### config.mk
export PLATFORM = sky130hd
export DESIGN_NAME = switch_debounce_ctrl
export DESIGN_NICKNAME = d
export VERILOG_FILES = /design/src/rtl/switch_debounce_ctrl.sv
export SDC_FILE = /design/constraint.sdc
export NUM_CORES = 1
export LEC_CHECK = 0
export ABC_CLOCK_PERIOD_IN_PS = 3380
export CAP_MARGIN = 10
export CORE_MARGIN = 8
export CORE_UTILIZATION = 40
export CTS_BUF_LIST = sky130_fd_sc_hd__clkbuf_4
export DETAILED_ROUTE_END_ITERATION = 7
export SLEW_MARGIN = 20
export SYNTH_ARGS = -nofsm -noshare
export SYNTH_HDL_FRONTEND = slang
export SYNTH_SLANG_ARGS = --single-unit
### constraint.sdc
create_clock -name clk -period 3.38 [get_ports clk]
set_clock_uncertainty 0.1 [all_clocks]
set_input_delay 0.676 -clock clk [delete_from_list [all_inputs] [get_ports clk]]
set_output_delay 0.676 -clock clk [all_outputs]
set_load 0.01 [all_outputs]
### src/rtl/switch_debounce_ctrl.sv
// switch_debounce_ctrl: synchronizes and debounces 64 active-low switch lines,
// commits clean values to a stable register and raises a maskable change
// interrupt with write-1-to-clear acknowledge. Word-addressed bus slave.
module switch_debounce_ctrl #(
  parameter int unsigned DEBOUNCE = 1000
) (
  input  logic        clk,
  input  logic        reset,
  input  logic [2:0]  addr,
  input  logic        we,
  input  logic [31:0] wdata,
  input  logic [63:0] raw_sw,
  output logic [31:0] rdata,
  output logic        irq
);

  typedef enum logic {IDLE = 1'b0, COUNT = 1'b1} state_e;

  localparam logic [2:0]  A_CTRL   = 3'b000;
  localparam logic [2:0]  A_STATUS = 3'b001;
  localparam logic [2:0]  A_STATE  = 3'b010;
  localparam logic [2:0]  A_SW_LO  = 3'b011;
  localparam logic [2:0]  A_SW_HI  = 3'b100;
  localparam logic [19:0] CNT_LAST = 20'(DEBOUNCE - 1);

  logic [63:0] sync1_q, sync2_q;
  logic [63:0] stable_q, cand_q;
  logic [19:0] cnt_q;
  state_e      state_q;
  logic        ie_q, pend_q, chg_lo_q, chg_hi_q;
  logic        w1c;
  logic        unused_wdata;

  assign w1c          = we && (addr == A_STATUS) && wdata[0];
  assign unused_wdata = ^wdata[31:1];

  // Two-flop synchronizer; inverts so logic-1 means switch on.
  always_ff @(posedge clk or negedge reset) begin
    if (!reset) begin
      sync1_q <= '0;
      sync2_q <= '0;
    end else begin
      sync1_q <= ~raw_sw;
      sync2_q <= sync1_q;
    end
  end

  // Debounce FSM plus status bits; a commit is written after the W1C so it
  // wins when both land on the same edge.
  always_ff @(posedge clk or negedge reset) begin
    if (!reset) begin
      state_q  <= IDLE;
      stable_q <= '0;
      cand_q   <= '0;
      cnt_q    <= '0;
      pend_q   <= 1'b0;
      chg_lo_q <= 1'b0;
      chg_hi_q <= 1'b0;
    end else begin
      if (w1c) begin
        pend_q   <= 1'b0;
        chg_lo_q <= 1'b0;
        chg_hi_q <= 1'b0;
      end
      case (state_q)
        IDLE: begin
          if (sync2_q != stable_q) begin
            cand_q  <= sync2_q;
            cnt_q   <= '0;
            state_q <= COUNT;
          end
        end
        COUNT: begin
          if (sync2_q == stable_q) begin
            state_q <= IDLE;
          end else if (sync2_q != cand_q) begin
            cand_q <= sync2_q;
            cnt_q  <= '0;
          end else if (cnt_q == CNT_LAST) begin
            stable_q <= cand_q;
            chg_lo_q <= (cand_q[31:0]  != stable_q[31:0]);
            chg_hi_q <= (cand_q[63:32] != stable_q[63:32]);
            pend_q   <= 1'b1;
            state_q  <= IDLE;
          end else begin
            cnt_q <= cnt_q + 20'd1;
          end
        end
      endcase
    end
  end

  // Interrupt enable register.
  always_ff @(posedge clk or negedge reset) begin
    if (!reset) ie_q <= 1'b0;
    else if (we && (addr == A_CTRL)) ie_q <= wdata[0];
  end

  // Combinational read mux; reads have no side effects.
  always_comb begin
    rdata = '0;
    case (addr)
      A_CTRL:   rdata = {31'b0, ie_q};
      A_STATUS: rdata = {29'b0, chg_hi_q, chg_lo_q, pend_q};
      A_STATE:  rdata = {31'b0, state_q == COUNT};
      A_SW_LO:  rdata = stable_q[31:0];
      A_SW_HI:  rdata = stable_q[63:32];
      default:  rdata = '0;
    endcase
  end

  assign irq = pend_q & ie_q;

endmodule

==> key figures, run 1 <==
Synth
  • Unique masters post-synth: 43
  • List of most frequent post-synthesis cells: 281 x dfrtp_1, 97 x mux2_2, 95 x xnor2_1
  • Number of flops mapped to enable cells by yosys: 0
  • Synthesis Warnings: 0
  • Post-synth ARST share: 1.00
  • Area contributors post-synth: dfrtp_1 59%, mux2_2 9.1%, xnor2_1 6.9%
  • Synth area leader: dfrtp_1
  • Mean Syn Cell Area: 12.9 um^2
  • Synth Register Bits: 281
  • Syn Nets: 1035
  • Mapped Area: 12000 um^2
  • Most frequent cell after synthesis: dfrtp_1
  • Post-synthesis cell count: 932
  • Synth top area share: 0.587
  • Sequential share of the synthesized area: 0.587
  • Synth Flop Type: dfrtp_1

Critical path
  • Worst EP required: 2600 ps
  • Worst Setup End Kind: primary output
  • Critical path class: in2out
  • Reg2reg path depth: 9
  • Startpoint types: primary input
  • Worst R2R Setup Slack: 120 ps
  • Reg2reg start: sync2_q[20]
  • Worst path arrival time: 2580 ps
  • Crit path from: addr[2]
  • RR Endpoint: stable_q[33]
  • CP Max Fanout: 15

Finish
  • Share of cells above drive strength 1: 0.212
  • Nets: 1217
  • Final Core Density: 0.497
  • Area of the multi-input gates: 4560 um^2
  • Synthesis-to-layout area growth: 22.7%
  • Register area: 7030 um^2
  • Fill cells: 2726
  • Post-route insts no fill: 1552

Timing
  • Slew @ Worst Pin: 695 ps
  • Max Freq: 298 MHz
  • Fin. Hold Viols: 0
  • Slew HR: 0.532
  • Setup Viol. Count Final: 0
  • Post-layout min period: 3350 ps
  • Final cycle utilization of the critical path: 0.992
  • Max-slew violation count: 0

Detailed routing
  • DR DRC count: 0
  • Antenna viol nets, final: 0
  • Wire length per cell: 19.6 um
  • Pre-Repair DR Iteration Count: 5
  • Vias: 7731
  • Vias per cell: 4.98
  • DRT iter0 DRCs: 492
  • Routed WL: 30400 um

Clocking
  • Clock Pin Slew Worst Setup and Hold Paths: 60 ps
  • TritonCTS buffer count: 75
  • Clock Root Buffer: clkbuf_4
  • Clock buffer depth: 3
  • CTS sink count: 281
  • H-tree levels: 3
  • Worst-Skew Late Latency: 690 ps
  • CTS tree: done

Place
  • GP Congestion: 0.940
  • DP HPWL: 22000 um
  • PortBufs: 103
  • Placed cell count: 1425

GRT
  • Largest net degree at the start of global routing: 76
  • First-pass GRT wire length: 46700 um
  • Total track usage: 0.170
  • Vias in the first global route: 8203
  • Gr ovfl total: 0
  • Initial antenna violation count: 1

Min path
  • Worst hold path endpoint: sync2_q[56]
  • Min-Delay Startpoint: sync1_q[56]
  • Hold path depth: 0
  • Worst min-delay path class: reg2reg

Power
  • VDD IR-drop max: 248 uV
  • Cell Pwr Density: 466 nW/um^2
  • Power, Total: 6.85 mW
  • LEAKAGE: 6.79 nW

Floorplanning
  • Die Span X: 189 um
  • I/O pins: 135
  • Std-Cell Core Area: 29600 um^2
  • Die height: 189 um
  • Die area: 35800 um^2
  • Placement row count: 63
  • Initial Util: 0.406

Run status
  • Status: finished, final reports clean

Flow run
  • Max-cap violations: 0
registers in the layout (all words and copies together) (netlist names):
name      count
cand_q       64
chg_hi_q      1
chg_lo_q      1
cnt_q        20
ie_q          1
pend_q        1
stable_q     64
state_q       1
sync1_q      64
sync2_q      64
worst max path at each step:
stage	to
after floorplan	stable_q[56]
after global placement	rdata[23]
after global routing	rdata[8]
final	rdata[4]
after detailed placement	rdata[10]
after CTS	rdata[10]
layout by cell type, fill, tap and decap left out, drive strengths merged, types with 2 or more instances in the layout:
cell	Yosys	layout
mux2i	5	5
or3	9	9
nand2	18	18
xor2	90	90
and2	3	3
and4	2	2
mux2	124	124
clkbuf	10	108
nand2b	15	15
and3	4	4
o21ai	21	21
nor2	18	18
nand3	15	15
dfrtp	281	281
nor4	29	29
nand4	32	32
xnor2	95	95
o31ai	3	3
a21oi	13	13
nor4b	2	2
o2111ai	4	4
nor3	3	3
clkinv	0	14
clkinvlp	0	2
buf	15	26
clkdlybuf4s50	0	87
a221oi	2	2
or4	2	2
a22o	30	30
dlymetal6s2s	0	15
inv	76	77
kinds of logic after synthesis:
| kind of cell | synth area share |
|---|---|
| buffers and inverters | 0.0350 |
| adder cells (fa/ha/maj) | 0.00104 |
| XOR/XNOR | 0.135 |
| AO/OA/AOI/OAI | 0.0460 |
| flip-flops | 0.587 |
| multiplexers | 0.121 |
| AND/OR/NAND/NOR | 0.0755 |
critical path, stage by stage:
cell             delay, ps
clkdlybuf4s50_1        450
nand2b_2               240
nor2_4                 240
buf_12                 200
a22o_1                 200
clkdlybuf4s50_1        560
per-layer routing:
| metal | GRT usage | part of all wire | wire, um | up-vias |
|---|---|---|---|---|
| met5 | 0 | 0 | 0 | - |
| met4 | 0.0734 | 0.028 | 843 | 0 |
| met3 | 0.0396 | 0.058 | 1750 | 52 |
| met2 | 0.255 | 0.46 | 13800 | 224 |
| met1 | 0.235 | 0.46 | 13900 | 3860 |
| li1 | - | - | - | 3595 |
final cells by class:
type	count	share of cell area
well taps	390	0.0332
inverters	76	0.0194
flip-flops and latches	281	0.478
clock inverters	17	0.00647
clock buffers	107	0.0546
diodes	1	0.000170
multi-input cells	550	0.310
repair buffers	130	0.0975
metrics by stage:
| step | hold slack [ps] | setup WS, ps | area (um^2) | setup TNS [ps] |
|---|---|---|---|---|
| after detailed placement | 235 | 47.6 | 13700 | 0 |
| after global placement | 233 | 66.7 | 13700 | 0 |
| after floorplan | 231 | 787 | 12000 | 0 |
| after global routing | 247 | -21.7 | 14700 | -199 |
| after CTS | 246 | 28.2 | 14600 | 0 |
| final | 243 | 25.6 | 14700 | 0 |
power breakdown:
part	leakage, nW	switching, mW	internal [mW]	total (mW)
sequential	3.47	0.121	3.48	3.60
clock	0.536	1.36	1.46	2.82
combinational	2.78	0.212	0.216	0.429
total	6.79	1.69	5.16	6.85
repair_timing:
action / CTS / global route
resized for setup: 0 / 17
setup buffers: 0 / 0
hold buffers: 1 / 0
endpoints found under the setup margin: 0 / 18
hold endpoints to repair: 66 / 0
No activity file was read; power rests on OpenSTA's default activity.
==> run 2: changes to the inputs <==
--- a/config.mk
+++ b/config.mk
@@ -5,7 +5,7 @@
 export SDC_FILE = /design/constraint.sdc
 export NUM_CORES = 1
 export LEC_CHECK = 0
-export ABC_CLOCK_PERIOD_IN_PS = 3380
+export ABC_CLOCK_PERIOD_IN_PS = 3870
 export CAP_MARGIN = 10
 export CORE_MARGIN = 8
 export CORE_UTILIZATION = 40
==> constraint.sdc (replaced) <==
create_clock -name clk -period 3.87 [get_ports clk]
set_clock_uncertainty 0.1 [all_clocks]
set_input_delay 0.774 -clock clk [delete_from_list [all_inputs] [get_ports clk]]
set_output_delay 0.774 -clock clk [all_outputs]
set_load 0.01 [all_outputs]
==> key figures, run 2 (synthesis results as in run 1) <==
Critical path
  • Worst path cell trace: clkdlybuf4s50_1 -> inv_1 -> nor2_2 -> buf_12 -> a22o_1 -> clkdlybuf4s50_1
  • Worst EP required: 3000 ps
  • Critical path buffer and inverter count: 4
  • Worst path arrival time: 2740 ps
  • CP Max Fanout: 30
  • Worst Setup End Kind: primary output
  • Cell family with most CP delay: buffers and inverters
  • CP max stage delay: 660 ps
  • Cell with the most instances on the worst path: clkdlybuf4s50_1
  • Slowest CP cell: clkdlybuf4s50_1
  • Critical path class: in2out
  • Startpoint types: primary input

Floorplanning
  • Die height: 189 um
  • Die area: 35800 um^2
  • Placement row count: 63
  • Std-Cell Core Area: 29600 um^2
  • Die Span X: 189 um
  • I/O pins: 135
  • Initial Util: 0.406

Timing
  • Max Freq: 277 MHz
  • RSZ-0062 raised after global routing: no
  • Max-slew violation count: 0
  • Post-layout min period: 3610 ps
  • Slew HR: 0.525
  • Slew @ Worst Pin: 712 ps
  • Setup Viol. Count Final: 0
  • Final cycle utilization of the critical path: 0.934
  • Fin. Hold Viols: 0
  • Fin Setup TNS: 0 ps

Clocking
  • H-tree levels: 3
  • Worst-Skew Late Latency: 680 ps
  • CTS resizes: 0
  • Clock Pin Slew Worst Setup and Hold Paths: 60 ps
  • Clock buffer depth: 3
  • CTS tree: done
  • CTS sink count: 281
  • TritonCTS buffer count: 75
  • Clock Root Buffer: clkbuf_4

Flow run
  • Max-cap violations: 0

Detailed routing
  • Vias per cell: 4.99
  • Antenna viol nets, final: 0
  • Pre-Repair DR Iteration Count: 5
  • Wire length per cell: 19.6 um
  • Vias: 7642
  • DRT iter0 DRCs: 469
  • DR DRC count: 0
  • Routed WL: 30100 um

Power
  • LEAKAGE: 6.41 nW
  • Sw Ratio: 0.244
  • Psw: 1.44 mW
  • Sequential share of power: 0.534
  • Clock share of power: 0.404
  • Internal: 4.46 mW
  • Comb pwr share: 0.062
  • Power, Total: 5.89 mW
  • VDD IR-drop max: 204 uV
  • Cell Pwr Density: 408 nW/um^2

GRT
  • Total track usage: 0.170
  • Initial antenna violation count: 1
  • First-pass GRT wire length: 46500 um
  • Vias in the first global route: 7972
  • Gr ovfl total: 0
  • Largest net degree at the start of global routing: 87

Finish
  • Synthesis-to-layout area growth: 20.4%
  • Most frequent cells in the layout: 281 x dfrtp_1, 105 x clkbuf_4, 102 x clkdlybuf4s50_1
  • Share of cells above drive strength 1: 0.198
  • Nets: 1204
  • Commonest non-fill, non-tap cell in the layout: dfrtp_1

Run status
  • Status: finished, final reports clean

Place
  • GP Congestion: 0.890
  • PortBufs: 103
  • DP HPWL: 21400 um

Min path
  • Worst min-delay path class: reg2reg
-- run 2: layout make-up --
| type | count | area, um^2 |
|---|---|---|
| clock buffer | 105 | 788 |
| timing repair buffer | 117 | 1230 |
| sequential | 281 | 7030 |
| tap | 390 | 488 |
| antenna | 1 | 2.50 |
| clock inverter | 11 | 46.3 |
| multi-input combinational | 550 | 4550 |
| fill | 2728 | 15100 |
| inverter | 76 | 285 |
-- run 2: worst register-to-register path, delay by kind of cell, from the launching register on --
kind / cells / cell delay (ps)
and+or+nand+nor: 4 / 1530
buffers and inverters: 1 / 290
xor gates and xnor gates: 1 / 320
muxes: 1 / 410
AOI/OAI and AO/OA: 1 / 200
DFF: 1 / 450
-- run 2: path summary, 6_finish.rpt --
check / startpoint / to / slack (ps) / cells past startpoint
max in group asynchronous: reset / stable_q[20] / 1970 / 3
setup reg to reg: sync2_q[59] / stable_q[17] / 440 / 8
hold / removal: sync1_q[1] / sync2_q[1] / 230 / 0
hold reg to reg: sync1_q[1] / sync2_q[1] / 230 / 0
setup / recovery: addr[1] / rdata[22] / 260 / 6
min in group asynchronous: reset / sync1_q[5] / 610 / 2
-- run 2: metrics by stage --
step	std cells	utilization	cell area (um^2)	worst slack [ps]	hold slack (ps)
after global placement	1413	0.459	13600	268	233
after detailed placement	1413	0.459	13600	272	235
final	1531	0.488	14400	255	234
after CTS	1529	0.488	14400	252	5.72
after floorplan	932	-	12000	1180	231
after global routing	1531	0.488	14400	142	246
-- run 2: power groups by stage --
stage | clock network [mW] | registers (mW) | logic (mW)
5_1_grt | 2.66 | 3.16 | 0.400
3_3_place_gp | 0 | 3.20 | 0.365
6_report | 2.38 | 3.15 | 0.363
4_1_cts | 2.48 | 3.15 | 0.369
3_5_place_dp | 0 | 3.20 | 0.367
2_1_floorplan | 0 | 3.17 | 0.163
-- run 2: timing repair --
item,4_1_cts,5_1_grt
setup buffers,0,0
endpoints found under the hold margin,0,2
hold buffers,0,1
-- run 2: per-layer routing --
| metal | share of wire | vias up | track usage |
|---|---|---|---|
| met4 | 0.017 | 0 | 0.0544 |
| met5 | 0 | - | 0 |
| met3 | 0.062 | 34 | 0.0489 |
| met2 | 0.46 | 229 | 0.255 |
| li1 | - | 3548 | - |
| met1 | 0.46 | 3831 | 0.235 |
